File: src/rtl/cpa_pipe.sv
`default_nettype none
// ============================================================================
//  Module   : cpa_pipe
//  Purpose  : Pipelined carry-propagate adder. The WIDTH-bit ripple is cut
//             into STAGES equal segments; each register stage resolves one
//             segment and forwards its carry plus the unresolved operand bits.
//             valid/ready stream handshake with full backpressure and
//             per-stage bubble collapsing.
//  Options  : CPA_PIPE_SUB_EN adds in_sub (A + ~B + 1, out_cout = no borrow).
//  Revision : 1.0  initial release
// ============================================================================
module cpa_pipe #(
    parameter int WIDTH  = 32,
    parameter int STAGES = 4
) (
    input  logic             clk,
    input  logic             rst,
    input  logic             in_valid,
    output logic             in_ready,
    input  logic [WIDTH-1:0] in_a,
    input  logic [WIDTH-1:0] in_b,
    input  logic             in_cin,
`ifdef CPA_PIPE_SUB_EN
    input  logic             in_sub,
`endif
    output logic             out_valid,
    input  logic             out_ready,
    output logic [WIDTH-1:0] out_sum,
    output logic             out_cout
);

    localparam int SEG = WIDTH / STAGES;

    if ((WIDTH < 2) || (STAGES < 1) || (STAGES > WIDTH) || ((WIDTH % STAGES) != 0)) begin : g_bad_param
        $error("cpa_pipe: illegal WIDTH/STAGES combination");
    end

    // Segment ripple: returns {carry_out, sum[SEG-1:0]}.
    function automatic logic [SEG:0] f_seg(input logic [SEG-1:0] a,
                                           input logic [SEG-1:0] b,
                                           input logic           ci);
        logic [SEG-1:0] p;
        logic [SEG-1:0] g;
        logic [SEG-1:0] s;
        logic           c;
        p = a ^ b;
        g = a & b;
        c = ci;
        s = '0;
        for (int i = 0; i < SEG; i++) begin
            s[i] = p[i] ^ c;
            c    = g[i] | (p[i] & c);
        end
        return {c, s};
    endfunction

    // Stage-0 entry operands; subtraction inverts B and forces the carry-in.
    logic [WIDTH-1:0] w_b0;
    logic             w_c0;
`ifdef CPA_PIPE_SUB_EN
    assign w_b0 = in_sub ? ~in_b : in_b;
    assign w_c0 = in_sub ? 1'b1  : in_cin;
`else
    assign w_b0 = in_b;
    assign w_c0 = in_cin;
`endif

    for (genvar k = 0; k < STAGES; k++) begin : g_stage
        localparam int OPW = WIDTH - k * SEG;   // operand bits still unresolved on entry

        logic                 r_v;
        logic                 r_c;
        logic [(k+1)*SEG-1:0] r_sum;
        logic [OPW-1:0]       w_opa;
        logic [OPW-1:0]       w_opb;
        logic                 w_vi;
        logic                 w_ci;
        logic                 w_adv;
        logic [SEG:0]         w_res;
        logic [(k+1)*SEG-1:0] w_sum_nx;

        if (k == 0) begin : g_src
            assign w_opa    = in_a;
            assign w_opb    = w_b0;
            assign w_vi     = in_valid;
            assign w_ci     = w_c0;
            assign w_sum_nx = w_res[SEG-1:0];
        end else begin : g_src
            assign w_opa    = g_stage[k-1].g_fwd.r_a;
            assign w_opb    = g_stage[k-1].g_fwd.r_b;
            assign w_vi     = g_stage[k-1].r_v;
            assign w_ci     = g_stage[k-1].r_c;
            assign w_sum_nx = {w_res[SEG-1:0], g_stage[k-1].r_sum};
        end

        assign w_res = f_seg(w_opa[SEG-1:0], w_opb[SEG-1:0], w_ci);

        // A stage may load when it is empty or its successor is moving.
        if (k == STAGES - 1) begin : g_adv
            assign w_adv = !r_v | out_ready;
        end else begin : g_adv
            assign w_adv = !r_v | g_stage[k+1].w_adv;
        end

        // Stage register: valid bit, segment carry and accumulated low sum.
        always_ff @(posedge clk) begin
            if (rst) begin
                r_v   <= 1'b0;
                r_c   <= 1'b0;
                r_sum <= '0;
            end else if (w_adv) begin
                r_v <= w_vi;
                if (w_vi) begin
                    r_c   <= w_res[SEG];
                    r_sum <= w_sum_nx;
                end
            end
        end

        if (k < STAGES - 1) begin : g_fwd
            logic [OPW-SEG-1:0] r_a;
            logic [OPW-SEG-1:0] r_b;

            // Forward only the operand bits later stages still need.
            always_ff @(posedge clk) begin
                if (rst) begin
                    r_a <= '0;
                    r_b <= '0;
                end else if (w_adv && w_vi) begin
                    r_a <= w_opa[OPW-1:SEG];
                    r_b <= w_opb[OPW-1:SEG];
                end
            end
        end
    end

    assign in_ready  = g_stage[0].w_adv;
    assign out_valid = g_stage[STAGES-1].r_v;
    assign out_sum   = g_stage[STAGES-1].r_sum;
    assign out_cout  = g_stage[STAGES-1].r_c;

endmodule
`default_nettype wire
File: config.mk
export PLATFORM = sky130hd
export DESIGN_NAME = cpa_pipe
export DESIGN_NICKNAME = d
export VERILOG_FILES = /design/src/rtl/cpa_pipe.sv
export SDC_FILE = /design/constraint.sdc
export NUM_CORES = 1
export LEC_CHECK = 0
export CORE_MARGIN = 1
export CORE_UTILIZATION = 40
export CTS_BUF_LIST = sky130_fd_sc_hd__clkbuf_4
export DETAILED_ROUTE_END_ITERATION = 8
export PLACE_DENSITY_LB_ADDON = 0.2
export RECOVER_POWER = 100
export SETUP_SLACK_MARGIN = 0.15
export SLEW_MARGIN = 25
export SYNTH_ARGS = -nofsm -noshare
export SYNTH_HDL_FRONTEND = slang
export SYNTH_SLANG_ARGS = --single-unit
File: constraint.sdc
create_clock -name clk -period 5.47 [get_ports clk]
set_clock_uncertainty 0.15 [all_clocks]
set_input_delay 1.094 -clock clk [delete_from_list [all_inputs] [get_ports clk]]
set_output_delay 1.094 -clock clk [all_outputs]
set_load 0.1 [all_outputs]
Word-level counts from Yosys, hierarchy flattened

Index checks and enable logic that the tools add are counted.

RAM bits: 0
ROM bits: 0
Bits in latches: 0
Logic and storage cells: 137
Memories kept: 0
Register bits: 184
Input port bits: 69

Reduce and logical (&&, ||, !) cells: 11
Div/mod/pow operators: 0
Shift-type cells: 0
Eq/ne operators: 0
Mux-type cells: 0
Add/sub/neg operators: 0
Bitwise logic cells: 108
$lt $le $gt $ge: 0
$mul: 0

Operator list:

| operator          | number |
|---|---|
| $or 1x1->1        | 36 |
| $and 1x1->1       | 32 |
| $and 8x8->8       | 4 |
| $xor 1x1->1       | 32 |
| $xor 8x8->8       | 4 |
| $reduce_and 2->1  | 4 |
| $logic_not 1->1   | 4 |
| $logic_and 1x1->1 | 3 |

Logic depth before layout (Yosys ltp)

Gate-level depths: netlist of the first run.

Word-level depth: 17
Mapped depth: 13
Mapped depth without buffers: 13

Worst setup path after synthesis of the first run

OpenSTA, ideal clock, no wires.

Kind: in2reg
Start point: input in_a[0]
End point: register g_stage[0].r_sum[7]
Setup time: 0.086 ns
Required time: 5.234 ns
Cell stages on the path: 13
Buffers on the path: 0
Setup slack: 0.878 ns
Arrival time: 4.356 ns
Cells stage by stage: inv_1 fa_1 inv_1 fa_1 fa_1 fa_1 fa_1 fa_1 fa_1 inv_1 fa_1 o211a_1 a211oi_1

Cells in the longest elaborated chain, start to end: 16

RTL lines:

| item                 | RTL line | source |
|---|---|---|
| from (decl)          | 20       | `input logic [WIDTH-1:0] in_a,` |
| $xor 8x8->8          | 46       | `p = a ^ b;` |
| $and 1x1->1          | 52       | `c = g[i] \| (p[i] & c);` |
| $or 1x1->1 (*)       | 52       |  |
| $and 1x1->1 (*)      | 52       |  |
| $or 1x1->1 (*)       | 52       |  |
| $and 1x1->1 (*)      | 52       |  |
| $or 1x1->1 (*)       | 52       |  |
| $and 1x1->1 (*)      | 52       |  |
| $or 1x1->1 (*)       | 52       |  |
| $and 1x1->1 (*)      | 52       |  |
| $or 1x1->1 (*)       | 52       |  |
| $and 1x1->1 (*)      | 52       |  |
| $or 1x1->1 (*)       | 52       |  |
| $and 1x1->1 (*)      | 52       |  |
| $or 1x1->1 (*)       | 52       |  |
| $xor 1x1->1 (*)      | 51       | `s[i] = p[i] ^ c;` |
| to (signal assigned) | 115      | `r_sum <= w_sum_nx;` |
| to (decl)            | 73       | `logic [(k+1)*SEG-1:0] r_sum;` |

Every way passes the cells marked *; elsewhere a longest branch is shown, timed or not.
A chain may end at the register's enable or synchronous reset.

Worst setup path in the final report of the first run

Same ends and word-level chain as after synthesis.

==> results.cfg, run 1 <==
[status]
outcome = complete, but fails checks
failed_checks = capacitance limit, slew limit

[timing]
worst_pin_slew_ps = 3110
tns_ps = 0
fmax_mhz = 213
slew_viol_final = 175
fin_crit_ps = 4690
hold_viol_final = 0
setup_viol = 0
rsz0062_at_grt = no
relSlewSlack = -1.08
finalCritPeriodShare = 0.858

[global_route]
grt_pass1_wl_um = 36600
grt_max_degree = 90
grt-ovfl-total = 0
grtUsageTotal = 0.203
antenna_found_initial = 1
first_global_vias = 6702

[yosys]
synth_xor_xnor_area_share = 0
synth_fp_nets = 1089
ys_warn_count = 0
synth_top_family_by_area = compound AO/OA/AOI/OAI gates
ys_seq_elements = 184
synth_cells = 988
synth_seq_area_share = 0.414
yosysMostFrequentCell = dfxtp_1
yosys.area_share.simple = 0.183
synth_area_per_cell_um2 = 9.00
ys_top_cells_by_count = dfxtp_1, nand2_1, a21oi_1
synth.distinct_cells = 35
synth_area_leader_cell = dfxtp_1
async_flop_share = 0
synth.area.top_cells = dfxtp_1, fa_1, a21oi_1
synth_enable_flop_cells = 0
yosys.area_share.adder = 0.0721
syn_area_um2 = 8890
synth_ff_type = dfxtp_1
synth_compound_area_frac = 0.213
synth_top_area_share = 0.414
synthMuxAreaShare = 0.0428

[setup_path]
crit_family = adder cells
worstSetupPathType = primary input to flop
worstReg2RegEnd = out_sum[31]
ff2ff_path_depth = 12
cp.required_ps = 5840
crit_path_start = in_a[0]
critPathMostFrequentCell = fa_1
crit_arrival_ps = 5060
critPathSlowestCell = dlygate4sd3_1
r2r_start = g_stage[2].r_c
path_cells = dlygate4sd3_1, inv_1, fa_1, inv_1, fa_1, fa_1, fa_1, fa_1, fa_1, fa_1, inv_1, fa_1, o211a_1, a211oi_1
endpoint_kind = flop
crit_path_start_kind = primary input
crit_fanout = 1
r2r_slack_ps = 1380
path_buf_inv = 4
slowest_delay_ps = 530

[pwr]
powerDensity_nw_per_um2 = 252
p_seq_frac = 0.574
switching_share = 0.279
comb_power_share = 0.133
p_sw_mw = 0.710
pwr-share-clk = 0.292
ir_drop_mv = 0.112
leakagePower_nw = 3.50
finalPower_mw = 2.55
internal_power_mw = 1.84

[final_layout]
final_cell_area_um2 = 10100
syn2layout_area_growth_pct = 13.6
layout-drive-gt1-share = 0.0735
nNetsFinal = 1109
n_fill_cell = 2174

[floorplanning]
dieArea_um2 = 22800
rows = 54
io_pins = 104
core_area_um2 = 21800
die_width_um = 151
initial_core_util = 0.407
die_h_um = 151

[detailed_routing]
viasPerCell = 5.70
firstDrtPassIters = 7
ant_nets = 0
dr.first_iter.drc_count = 624
postRouteWirelength_um = 22300
route.vias.total = 7434
drc = 0
routedWlPerCell_um = 17.1

[cts]
clock-root-buffer = clkbuf_4
clkLatencyLatePin_ps = 590
cts_setup_buffers = 0
cts_buffer_depth = 2
cts_max_level = 4
cts_made_buffers = 17
post_cts_resized = 0
clkTransAtPathRegs_ps = 160
cts_sinks = 184
tritoncts = yes
hold_buffers = 0

[min_path]
min_to = g_stage[2].g_fwd.r_a[7]
min_path_type = flop to flop
holdPathStages = 2
min_from = g_stage[2].g_fwd.r_a[7]

[placement]
numPortBuffers = 103
gp_congestion = 0.748
placed_area_um2 = 9880
dp_hpwl_um = 14400

[job]
cap_violations = 3
==> metal layers <==
layer / wire length, um / GRT usage / share of wire / vias up
met5: 0 / 0 / 0 / -
met4: 206 / 0.0500 / 0.0092 / 0
met3: 1220 / 0.0313 / 0.055 / 18
met2: 9190 / 0.274 / 0.41 / 212
met1: 11700 / 0.327 / 0.52 / 3529
li1: - / - / - / 3675
==> cell type report <==
class / instances / area [um2] / share of cell area
diodes: 3 / 7.51 / 0.000744
clock buffers: 19 / 143 / 0.0141
clock inverters: 13 / 129 / 0.0128
inverters: 34 / 130 / 0.0129
multi-input cells: 655 / 4540 / 0.449
flip-flops and latches: 184 / 3690 / 0.365
well taps: 280 / 350 / 0.0347
repair buffers: 116 / 1110 / 0.110
==> sequential cells by signal, indices dropped and copies added (netlist names) <==
register           flops
g_stage.g_fwd.r_b     48
out_valid              1
g_stage.g_fwd.r_a     48
g_stage.r_sum         48
out_sum               32
g_stage.r_c            3
g_stage.r_v            3
out_cout               1
==> metrics by stage <==
step	setup WS, ps	hold slack (ps)	utilization	cells
floorplan	878	278	-	988
finish	778	320	0.463	1304
CTS	934	322	0.465	1301
global route	591	338	0.463	1304
global placement	295	296	0.451	1267
detailed placement	288	300	0.453	1269
==> power groups by stage <==
stage | Combinational [mW] | Sequential (mW) | Clock (mW)
2_1_floorplan | 0.225 | 1.48 | 0
3_3_place_gp | 0.340 | 1.49 | 0
3_5_place_dp | 0.346 | 1.49 | 0
4_1_cts | 0.347 | 1.46 | 0.761
5_1_grt | 0.377 | 1.47 | 0.814
6_report | 0.340 | 1.46 | 0.744
==> cells by family (layout without fill, tap and decap cells) <==
logic type      after synthesis  count (layout)
simple gates                295             295
fa+ha+maj                    32              32
flops                       184             184
other cells                   0               3
mux                          38              38
compound gates              290             290
buf+inv                     149             182
==> how the worst max path moves through the flow <==
stage	end	cells past startpoint
2_1_floorplan	g_stage[0].r_sum[7]	13
3_3_place_gp	g_stage[0].r_sum[7]	14
3_5_place_dp	g_stage[0].r_sum[7]	14
4_1_cts	g_stage[0].r_sum[7]	14
5_1_grt	g_stage[0].r_sum[7]	14
6_report	g_stage[0].r_sum[7]	14
==> cells in the final DEF (no fill, tap or decap), types with 2 or more instances in the layout <==
master           count
inv_1               32
fa_1                32
clkdlybuf4s50_1     64
clkinv_4             2
diode_2              3
a311oi_1             3
bufinv_16            2
a31o_2              29
a21oi_1             90
clkinv_2             4
nand4_1             54
buf_4                9
nand2b_1            31
mux2i_1             38
clkinvlp_4           2
nand2_1            102
o211a_1              3
o21ai_0             47
dlygate4sd3_1       36
clkbuf_4            19
a211oi_1             9
o311ai_0            53
clkbuf_1             6
nor3b_1             54
a31oi_1             54
nand3_1             46
clkinv_1             2
dfxtp_1            183
==> worst min-delay path: cells and delay by family, from the launching register on <==
kind / cells / cell delay (ps)
flip-flops: 1 / 340
AND/OR/NAND/NOR: 1 / 50
multiplexers: 1 / 50
Note: power is estimated with default switching activity, not from simulation.
==> run 2: changes to the inputs <==
CTS_CLUSTER_DIAMETER = 80   (was default)
==> results of run 2 <==
Final layout, timing and power as in run 1 (identical DEF).
